`config.mk`:
```
export PLATFORM = sky130hd
export DESIGN_NAME = expr_sweep_misr_flat
export DESIGN_NICKNAME = d
export VERILOG_FILES = /design/src/rtl/expr_sweep_misr_pkg.sv /design/src/rtl/expr_sweep_misr_if.sv /design/src/rtl/expr_sweep_misr_lane_bank.sv /design/src/rtl/expr_sweep_misr.sv /design/src/flat_wrapper.sv
export SDC_FILE = /design/constraint.sdc
export NUM_CORES = 1
export LEC_CHECK = 0
export CAP_MARGIN = 40
export CORE_ASPECT_RATIO = 2
export CORE_MARGIN = 4
export CORE_UTILIZATION = 54
export CTS_BUF_LIST = sky130_fd_sc_hd__clkbuf_16
export CTS_CLUSTER_SIZE = 16
export DETAILED_ROUTE_END_ITERATION = 8
export HOLD_SLACK_MARGIN = 0.05
export PLACE_DENSITY = 0.84
export SLEW_MARGIN = 5
export SYNTH_ARGS = -nofsm -noshare
export SYNTH_HDL_FRONTEND = slang
export SYNTH_SLANG_ARGS = --single-unit
```
`constraint.sdc`:
```
create_clock -name clk -period 13.4 [get_ports clk]
set_input_delay 2.68 -clock clk [delete_from_list [all_inputs] [get_ports clk]]
set_output_delay 2.68 -clock clk [all_outputs]
set_load 0.05 [all_outputs]
```
`src/rtl/expr_sweep_misr_pkg.sv`:
```
// expr_sweep_pkg: shared constants, FSM state type and MISR helper functions
// for the expr_sweep_misr expression-semantics hammer.
package expr_sweep_pkg;

   localparam int NUM_LANES = 8;
   // Widest signature / lane bus the helper functions can handle.
   localparam int MAX_SIG_W = 64;
   localparam int MAX_BUS_W = 512;
   localparam int SIG_IDX_W = $clog2(MAX_SIG_W);
   localparam int BUS_IDX_W = $clog2(MAX_BUS_W);

   typedef enum logic [1:0] {
      ST_IDLE  = 2'd0,
      ST_RUN   = 2'd1,
      ST_DRAIN = 2'd2,
      ST_DONE  = 2'd3
   } state_t;

   // One Galois step over the low sig_w bits: shift left, fold in poly on MSB.
   function automatic logic [MAX_SIG_W-1:0] misr_step(
      input logic [MAX_SIG_W-1:0] sig,
      input logic [MAX_SIG_W-1:0] poly,
      input int                   sig_w
   );
      logic [MAX_SIG_W-1:0] mask;
      logic [MAX_SIG_W-1:0] nxt;
      mask = {MAX_SIG_W{1'b1}} >> (MAX_SIG_W - sig_w);
      nxt  = (sig << 1) & mask;
      if (sig[SIG_IDX_W'(sig_w - 1)]) begin
         nxt = nxt ^ (poly & mask);
      end else begin
         nxt = nxt;
      end
      return nxt;
   endfunction

   // XOR of all sig_w-bit chunks of the low bus_w bits (upper chunk zero-padded).
   function automatic logic [MAX_SIG_W-1:0] lane_fold(
      input logic [MAX_BUS_W-1:0] bits,
      input int                   bus_w,
      input int                   sig_w
   );
      logic [MAX_SIG_W-1:0] acc;
      acc = {MAX_SIG_W{1'b0}};
      for (int i = 0; i < MAX_BUS_W; i++) begin
         if (i < bus_w) begin
            acc[SIG_IDX_W'(i % sig_w)] = acc[SIG_IDX_W'(i % sig_w)] ^ bits[BUS_IDX_W'(i)];
         end else begin
            acc = acc;
         end
      end
      return acc;
   endfunction

endpackage

```
`src/rtl/expr_sweep_misr_if.sv`:
```
// Control/observation bundle of expr_sweep_misr: start/hold in, status,
// signature and lane bank out.
interface expr_sweep_misr_if #(
   parameter int SIG_W = 32,
   parameter int WY    = 8
);
   import expr_sweep_pkg::*;

   logic                    start;
   logic                    hold;
   logic                    busy;
   logic                    done;
   logic [SIG_W-1:0]        signature;
   logic [NUM_LANES*WY-1:0] lane_q;

   modport master (output start, hold, input busy, done, signature, lane_q);
   modport slave  (input start, hold, output busy, done, signature, lane_q);
endinterface

```
`src/rtl/expr_sweep_misr_lane_bank.sv`:
```
// expr_lane_bank: combinational bank of eight width-extension / signedness
// expressions over signed a and unsigned b, each a WY-bit lane.
// Optional power lane enabled by macro EXPR_SWEEP_POW_EN.
// Operands are widened explicitly to what the WY-bit assignment context
// would produce (sign-extension for signed contexts, zero-extension for
// unsigned ones), so every lane is an unambiguous WY-bit expression.
// Assumes WY > 2*WA and WY > WB.
module expr_lane_bank
   import expr_sweep_pkg::*;
#(
   parameter int WA = 3,
   parameter int WB = 4,
   parameter int WY = 8
) (
   input  logic signed [WA-1:0]       a,
   input  logic        [WB-1:0]       b,
   output logic [NUM_LANES*WY-1:0]    lanes
);

   logic signed [WY-1:0] a_sx_s;
   logic signed [WY-1:0] b_sx_s;
   logic        [WY-1:0] a_zx_s;
   logic        [WY-1:0] b_zx_s;
   logic        [WY-1:0] l0_s, l1_s, l2_s, l3_s, l4_s, l5_s, l6_s, l7_s;

   assign a_sx_s = {{(WY-WA){a[WA-1]}}, a};
   assign a_zx_s = {{(WY-WA){1'b0}}, a};
   assign b_sx_s = {{(WY-WB){b[WB-1]}}, b};
   assign b_zx_s = {{(WY-WB){1'b0}}, b};

   // Evaluate the eight lanes; divide by zero and the disabled power lane give 0.
   always_comb begin
      l0_s = {{(WY-2*WA){1'b0}}, a, a};               // concat: unsigned, zero-ext
      l1_s = {{(WY-1){1'b0}}, (a_zx_s == b_zx_s)};    // mixed compare: unsigned
      l2_s = a_sx_s << b;                             // a sign-ext, b unsigned amount
      l3_s = a_sx_s >>> b;                            // arithmetic shift
      l4_s = a_sx_s + b_sx_s;                         // fully signed add
      l5_s = a_zx_s * b_zx_s;                         // mixed multiply: unsigned
      if (b == {WB{1'b0}}) begin
         l6_s = {WY{1'b0}};
      end else begin
         l6_s = a_zx_s / b_zx_s;                      // mixed divide: unsigned
      end
`ifdef EXPR_SWEEP_POW_EN
      l7_s = a_sx_s ** b;                             // signed base, unsigned exponent
`else
      l7_s = {WY{1'b0}};
`endif
      lanes = {l7_s, l6_s, l5_s, l4_s, l3_s, l2_s, l1_s, l0_s};
   end

endmodule

```
`src/rtl/expr_sweep_misr.sv`:
```
// expr_sweep_misr: sweeps every {b,a} vector through expr_lane_bank and
// compresses the lanes into a MISR signature. Three-stage pipeline:
// S1 operands, S2 lanes (lane_q), S3 MISR. Macro EXPR_SWEEP_POW_EN
// enables the power lane inside expr_lane_bank.
module expr_sweep_misr
   import expr_sweep_pkg::*;
#(
   parameter int                   WA    = 3,
   parameter int                   WB    = 4,
   parameter int                   WY    = 8,
   parameter int                   SIG_W = 32,
   parameter logic [MAX_SIG_W-1:0] POLY  = 64'h0000_0000_04C1_1DB7,
   parameter logic [SIG_W-1:0]     SEED  = {SIG_W{1'b1}}
) (
   input  logic             clk,
   input  logic             rst_n,
   expr_sweep_misr_if.slave bus
);

   localparam int CW     = WA + WB;
   localparam int LANE_W = NUM_LANES * WY;
   localparam logic [CW-1:0] CNT_ONE  = {{(CW-1){1'b0}}, 1'b1};
   localparam logic [CW-1:0] CNT_LAST = {CW{1'b1}};

   state_t                state_r, state_d;
   logic [CW-1:0]         cnt_r, cnt_d;
   logic                  drain_r, drain_d;
   logic                  busy_r, busy_d;
   logic                  done_r, done_d;
   logic                  issue_s, clear_s;
   logic                  s1_v_r;
   logic signed [WA-1:0]  s1_a_r;
   logic [WB-1:0]         s1_b_r;
   logic                  s2_v_r;
   logic [LANE_W-1:0]     lanes_s;
   logic [LANE_W-1:0]     lane_q_r;
   logic [SIG_W-1:0]      sig_r, sig_d;

   // Sequencer next state, vector counter and registered status decode.
   always_comb begin
      state_d = state_r;
      cnt_d   = cnt_r;
      drain_d = drain_r;
      issue_s = 1'b0;
      clear_s = 1'b0;
      case (state_r)
         ST_IDLE, ST_DONE: begin
            if (bus.start) begin
               state_d = ST_RUN;
               cnt_d   = {CW{1'b0}};
               clear_s = 1'b1;
            end else begin
               state_d = state_r;
            end
         end
         ST_RUN: begin
            issue_s = 1'b1;
            cnt_d   = cnt_r + CNT_ONE;
            if (cnt_r == CNT_LAST) begin
               state_d = ST_DRAIN;
               drain_d = 1'b0;
            end else begin
               state_d = ST_RUN;
            end
         end
         ST_DRAIN: begin
            if (drain_r) begin
               state_d = ST_DONE;
            end else begin
               drain_d = 1'b1;
            end
         end
         default: begin
            state_d = ST_IDLE;
         end
      endcase
      busy_d = (state_r == ST_RUN) || (state_r == ST_DRAIN);
      done_d = (state_r == ST_DONE) && !clear_s;
   end

   // Sequencer state and status registers; hold freezes them.
   always_ff @(posedge clk or negedge rst_n) begin
      if (!rst_n) begin
         state_r <= ST_IDLE;
         cnt_r   <= {CW{1'b0}};
         drain_r <= 1'b0;
         busy_r  <= 1'b0;
         done_r  <= 1'b0;
      end else if (!bus.hold) begin
         state_r <= state_d;
         cnt_r   <= cnt_d;
         drain_r <= drain_d;
         busy_r  <= busy_d;
         done_r  <= done_d;
      end
   end

   expr_lane_bank #(.WA(WA), .WB(WB), .WY(WY)) u_lane_bank (
      .a     (s1_a_r),
      .b     (s1_b_r),
      .lanes (lanes_s)
   );

   // S1 operand capture and S2 lane capture; hold freezes the pipeline.
   always_ff @(posedge clk or negedge rst_n) begin
      if (!rst_n) begin
         s1_v_r   <= 1'b0;
         s1_a_r   <= {WA{1'b0}};
         s1_b_r   <= {WB{1'b0}};
         s2_v_r   <= 1'b0;
         lane_q_r <= {LANE_W{1'b0}};
      end else if (!bus.hold) begin
         s1_v_r   <= issue_s;
         s1_a_r   <= cnt_r[WA-1:0];
         s1_b_r   <= cnt_r[CW-1:WA];
         s2_v_r   <= s1_v_r;
         lane_q_r <= lanes_s;
      end
   end

   // S3 signature update: reseed on accepted start, absorb valid lane banks.
   always_comb begin
      sig_d = sig_r;
      if (clear_s) begin
         sig_d = SEED;
      end else if (s2_v_r) begin
         sig_d = SIG_W'(misr_step(MAX_SIG_W'(sig_r), POLY, SIG_W))
               ^ SIG_W'(lane_fold(MAX_BUS_W'(lane_q_r), LANE_W, SIG_W));
      end else begin
         sig_d = sig_r;
      end
   end

   // MISR register; hold freezes it.
   always_ff @(posedge clk or negedge rst_n) begin
      if (!rst_n) begin
         sig_r <= SEED;
      end else if (!bus.hold) begin
         sig_r <= sig_d;
      end
   end

   assign bus.busy      = busy_r;
   assign bus.done      = done_r;
   assign bus.signature = sig_r;
   assign bus.lane_q    = lane_q_r;

endmodule

```
`src/flat_wrapper.sv`:
```
// flat-port wrapper written by rule: the top's interface ports become plain ports
module expr_sweep_misr_flat import expr_sweep_pkg::*;
#(
   parameter int                   WA    = 3,
   parameter int                   WB    = 4,
   parameter int                   WY    = 8,
   parameter int                   SIG_W = 32,
   parameter logic [MAX_SIG_W-1:0] POLY  = 64'h0000_0000_04C1_1DB7,
   parameter logic [SIG_W-1:0]     SEED  = {SIG_W{1'b1}}
)
  (clk, rst_n, bus_start, bus_hold, bus_busy, bus_done, bus_signature, bus_lane_q);
  expr_sweep_misr_if #(.SIG_W(SIG_W), .WY(WY)) bus_i ();
  input  logic clk;
  input  logic rst_n;
  input wire logic [$bits(bus_i.start)-1:0] bus_start;
  input wire logic [$bits(bus_i.hold)-1:0] bus_hold;
  output wire logic [$bits(bus_i.busy)-1:0] bus_busy;
  output wire logic [$bits(bus_i.done)-1:0] bus_done;
  output wire logic [$bits(bus_i.signature)-1:0] bus_signature;
  output wire logic [$bits(bus_i.lane_q)-1:0] bus_lane_q;
  assign bus_i.start = bus_start;
  assign bus_i.hold = bus_hold;
  assign bus_busy = bus_i.busy;
  assign bus_done = bus_i.done;
  assign bus_signature = bus_i.signature;
  assign bus_lane_q = bus_i.lane_q;
  expr_sweep_misr #(.WA(WA), .WB(WB), .WY(WY), .SIG_W(SIG_W), .POLY(POLY), .SEED(SEED)) u_core (.clk(clk), .rst_n(rst_n), .bus(bus_i));
endmodule
```
==> run_results.csv <==
group,metric,value,unit
timing,setup_viol,0,
yosys,ys_seq_elements,87,
setup_path,critPathSlowestCell,"dfrtp_1",
drt,drt-total-wl,14800,um
clocking,clkLatencyLatePin,0.33,ns
setup_path,r2r-start,"u_core.s1_b_r[3]$_DFFE_PN0N_",
yosys,syn-mean-instance-area,9.73,sq um
setup_path,required,13.62,ns
global_routing,grt_pass1_wl,23900,um
timing,period_needed,10.86,ns
clocking,cts_resized,0,
floorplanning,die_h,156,um
yosys,synth_edf_count,0,
clocking,cts_setup_buffers,0,
global_routing,antenna_found_initial,0,
yosys,synthArstFlopShare,1.00,
status,status,"finished clean",
global_routing,grt_max_degree,77,
drt,wl_per_cell,18.2,um
drt,drtAntennaViolNets,0,
global_routing,grt_pass1_vias,4874,
timing,post-route-period-util,0.811,
yosys,synthDistinctLibCells,70,
yosys,syn_area,5890,sq um
setup_path,setup.worst_path.class,"reg2reg",
floorplanning,io_pins,102,
drt,drc,0,
floorplanning,design.core.area,10600,sq um
floorplanning,initial_utilization,0.555,
timing,setup_tns,0,ns
yosys,synth_top_area_share,0.234,
finish,n_antenna_cell,0,
setup_path,rrSetupSlack,2.54,ns
drt,vias_per_cell,5.95,
timing,rsz0062_at_grt,"no",
yosys,yosys_most_used_dff,"dfrtp_1",
clocking,cts_root_buf,"clkbuf_16",
timing,hold_violations,0,
drt,vias,4820,
setup_path,crit_top_cell,"ha_1",
flow_run,cap_violations,0,
timing,slew_viol_final,0,
setup_path,cp.arrival,11.08,ns
yosys,synth-seq-area-share,0.376,
drt,drt_iter0_markers,214,
yosys,yosysTopAreaCell,"dfrtp_1",
clocking,numCtsBuffers,9,
global_routing,grt-ovfl-total,0,
clocking,cts_sinks,87,
setup_path,worst-path-max-fanout,13,
yosys,ys_warn_count,0,
clocking,tritoncts,"built",
floorplanning,rows,53,
finish,syn_to_final_growth,18.3,%
setup_path,worstReg2RegEnd,"u_core.bus.lane_q[48]$_DFFE_PN0N_",
clocking,cts-hold-fix-buffers,0,
yosys,syn_inst,605,
hold_path,hold_depth,2,
finish,drive_gt1_frac,0.122,
timing,fin_hold_ws,0.489,ns
yosys,synthMostInstantiatedCell,"dfrtp_1",
setup_path,critPathMaxStageDelay,0.53,ns
timing,skew,0.00790,ns
setup_path,crit_start,"u_core.s1_b_r[3]$_DFFE_PN0N_",
setup_path,cp-start-kind,"flip-flop",
floorplanning,dieArea,12700,sq um
drt,drt_first_pass_iters,5,
place,portBuffers,83,
timing,slew_headroom,0.447,
timing,timing.fmax,92.1,MHz
place,dp_hpwl,11200,um
setup_path,reg2reg_depth,45,
setup_path,cp-end-kind,"flip-flop",
clocking,clockBufferDepth,2,
setup_path,crit_end,"u_core.bus.lane_q[48]$_DFFE_PN0N_",
clocking,clk_pin_slew,0.06,ns
yosys,synth_area_leaders,"dfrtp_1, dfstp_2, ha_1",
timing,tightestPinTransition,0.829,ns
floorplanning,die_x,81.8,um
global_routing,grt.total_usage,0.241,
place,gp_congestion,0.947,
hold_path,min_path_type,"reg2reg",
yosys,synthTopCellsByCount,"dfrtp_1, xnor2_1, nor2_1",
clocking,cts-htree-levels,3,
finish,layout.nets,720,
stage by stage:
step | std cells | util | setup slack, ns | area, sq um
4_1_cts | 810 | 0.657 | 2.70 | 6970
6_report | 810 | 0.657 | 2.54 | 6970
3_5_place_dp | 794 | 0.629 | 2.73 | 6670
3_3_place_gp | 794 | 0.629 | 3.10 | 6670
5_1_grt | 810 | 0.657 | 1.77 | 6970
2_1_floorplan | 625 | - | 4.01 | 5960
layout by cell type (no fill, tap or decap), types with 4 or more instances in the layout:
cell | synthesis | routed
o21a_1 | 9 | 9
nor2_1 | 45 | 45
or3_1 | 4 | 4
o31ai_1 | 5 | 5
nand2b_1 | 5 | 5
nand2_1 | 44 | 44
a22o_1 | 5 | 5
conb_1 | 2 | 22
buf_4 | 30 | 4
dfstp_2 | 32 | 32
nor2b_1 | 9 | 9
mux2i_1 | 9 | 9
ha_1 | 44 | 44
inv_1 | 20 | 21
clkdlybuf4s50_1 | 0 | 81
o21ai_0 | 37 | 37
nand3_1 | 8 | 8
a21oi_1 | 29 | 28
a31oi_1 | 15 | 15
a21o_1 | 5 | 5
clkbuf_16 | 0 | 9
xnor2_1 | 54 | 54
dfrtp_1 | 55 | 55
nor3_1 | 9 | 9
mux2_2 | 13 | 13
o22a_1 | 20 | 20
fa_1 | 4 | 4
xor2_1 | 16 | 16
cell families (layout without fill, tap and decap cells):
kind of cell	after synthesis	in the layout	synth area share
AO/OA/AOI/OAI	153	153	0.177
XOR/XNOR	70	70	0.104
adder cells (fa/ha/maj)	48	48	0.107
buffers and inverters	74	122	0.0678
flip-flops	87	87	0.376
multiplexers	25	25	0.0478
other	2	22	0.00128
AND/OR/NAND/NOR	146	146	0.119
layout make-up:
cell class              instances  area [sq um]
inverters                      20          75.1
repair buffers                 86           846
fillers                       818          3640
flip-flops and latches         87          2220
clock inverters                 7          72.6
clock buffers                   9           225
multi-input cells             464          3360
well taps                     137           171
registers in the layout, summed over array words and instances (netlist names):
signal                flops
u_core.bus.done           1
u_core.s1_v_r             1
u_core.bus.busy           1
u_core.s1_b_r             4
u_core.s2_v_r             1
u_core.cnt_r              7
u_core.drain_r            1
u_core.bus.signature     32
u_core.s1_a_r             3
u_core.state_r            2
u_core.bus.lane_q        34
worst max-delay path, delay by kind of cell, from the launching register on:
kind,cells,cell delay (ns)
and+or+nand+nor,12,2.18
buffers and inverters,2,0.53
DFF,1,0.53
adders and majority gates,7,2.11
AOI/OAI and AO/OA,21,4.50
muxes,3,0.87
layer usage:
metal / track usage / share of wire
met5: 0 / 0
met2: 0.441 / 0.56
met3: 0.0301 / 0.044
met1: 0.250 / 0.34
met4: 0.149 / 0.052
worst min-delay path by stage:
stage               slack (ns)                   startpoint                     endpoint
global route              0.54  u_core.bus.done$_DFFE_PN0N_  u_core.bus.done$_DFFE_PN0N_
CTS                       0.50  u_core.bus.done$_DFFE_PN0N_  u_core.bus.done$_DFFE_PN0N_
finish                    0.49  u_core.bus.done$_DFFE_PN0N_  u_core.bus.done$_DFFE_PN0N_
floorplan                 0.47  u_core.cnt_r[6]$_DFFE_PN0P_  u_core.cnt_r[6]$_DFFE_PN0P_
global placement          0.47  u_core.bus.busy$_DFFE_PN0N_  u_core.bus.busy$_DFFE_PN0N_
detailed placement        0.48  u_core.bus.done$_DFFE_PN0N_  u_core.bus.done$_DFFE_PN0N_
Power is left out: the tool's default activity adds up to more than one toggle a clock period on the data nets, which glitch-free logic cannot reach.
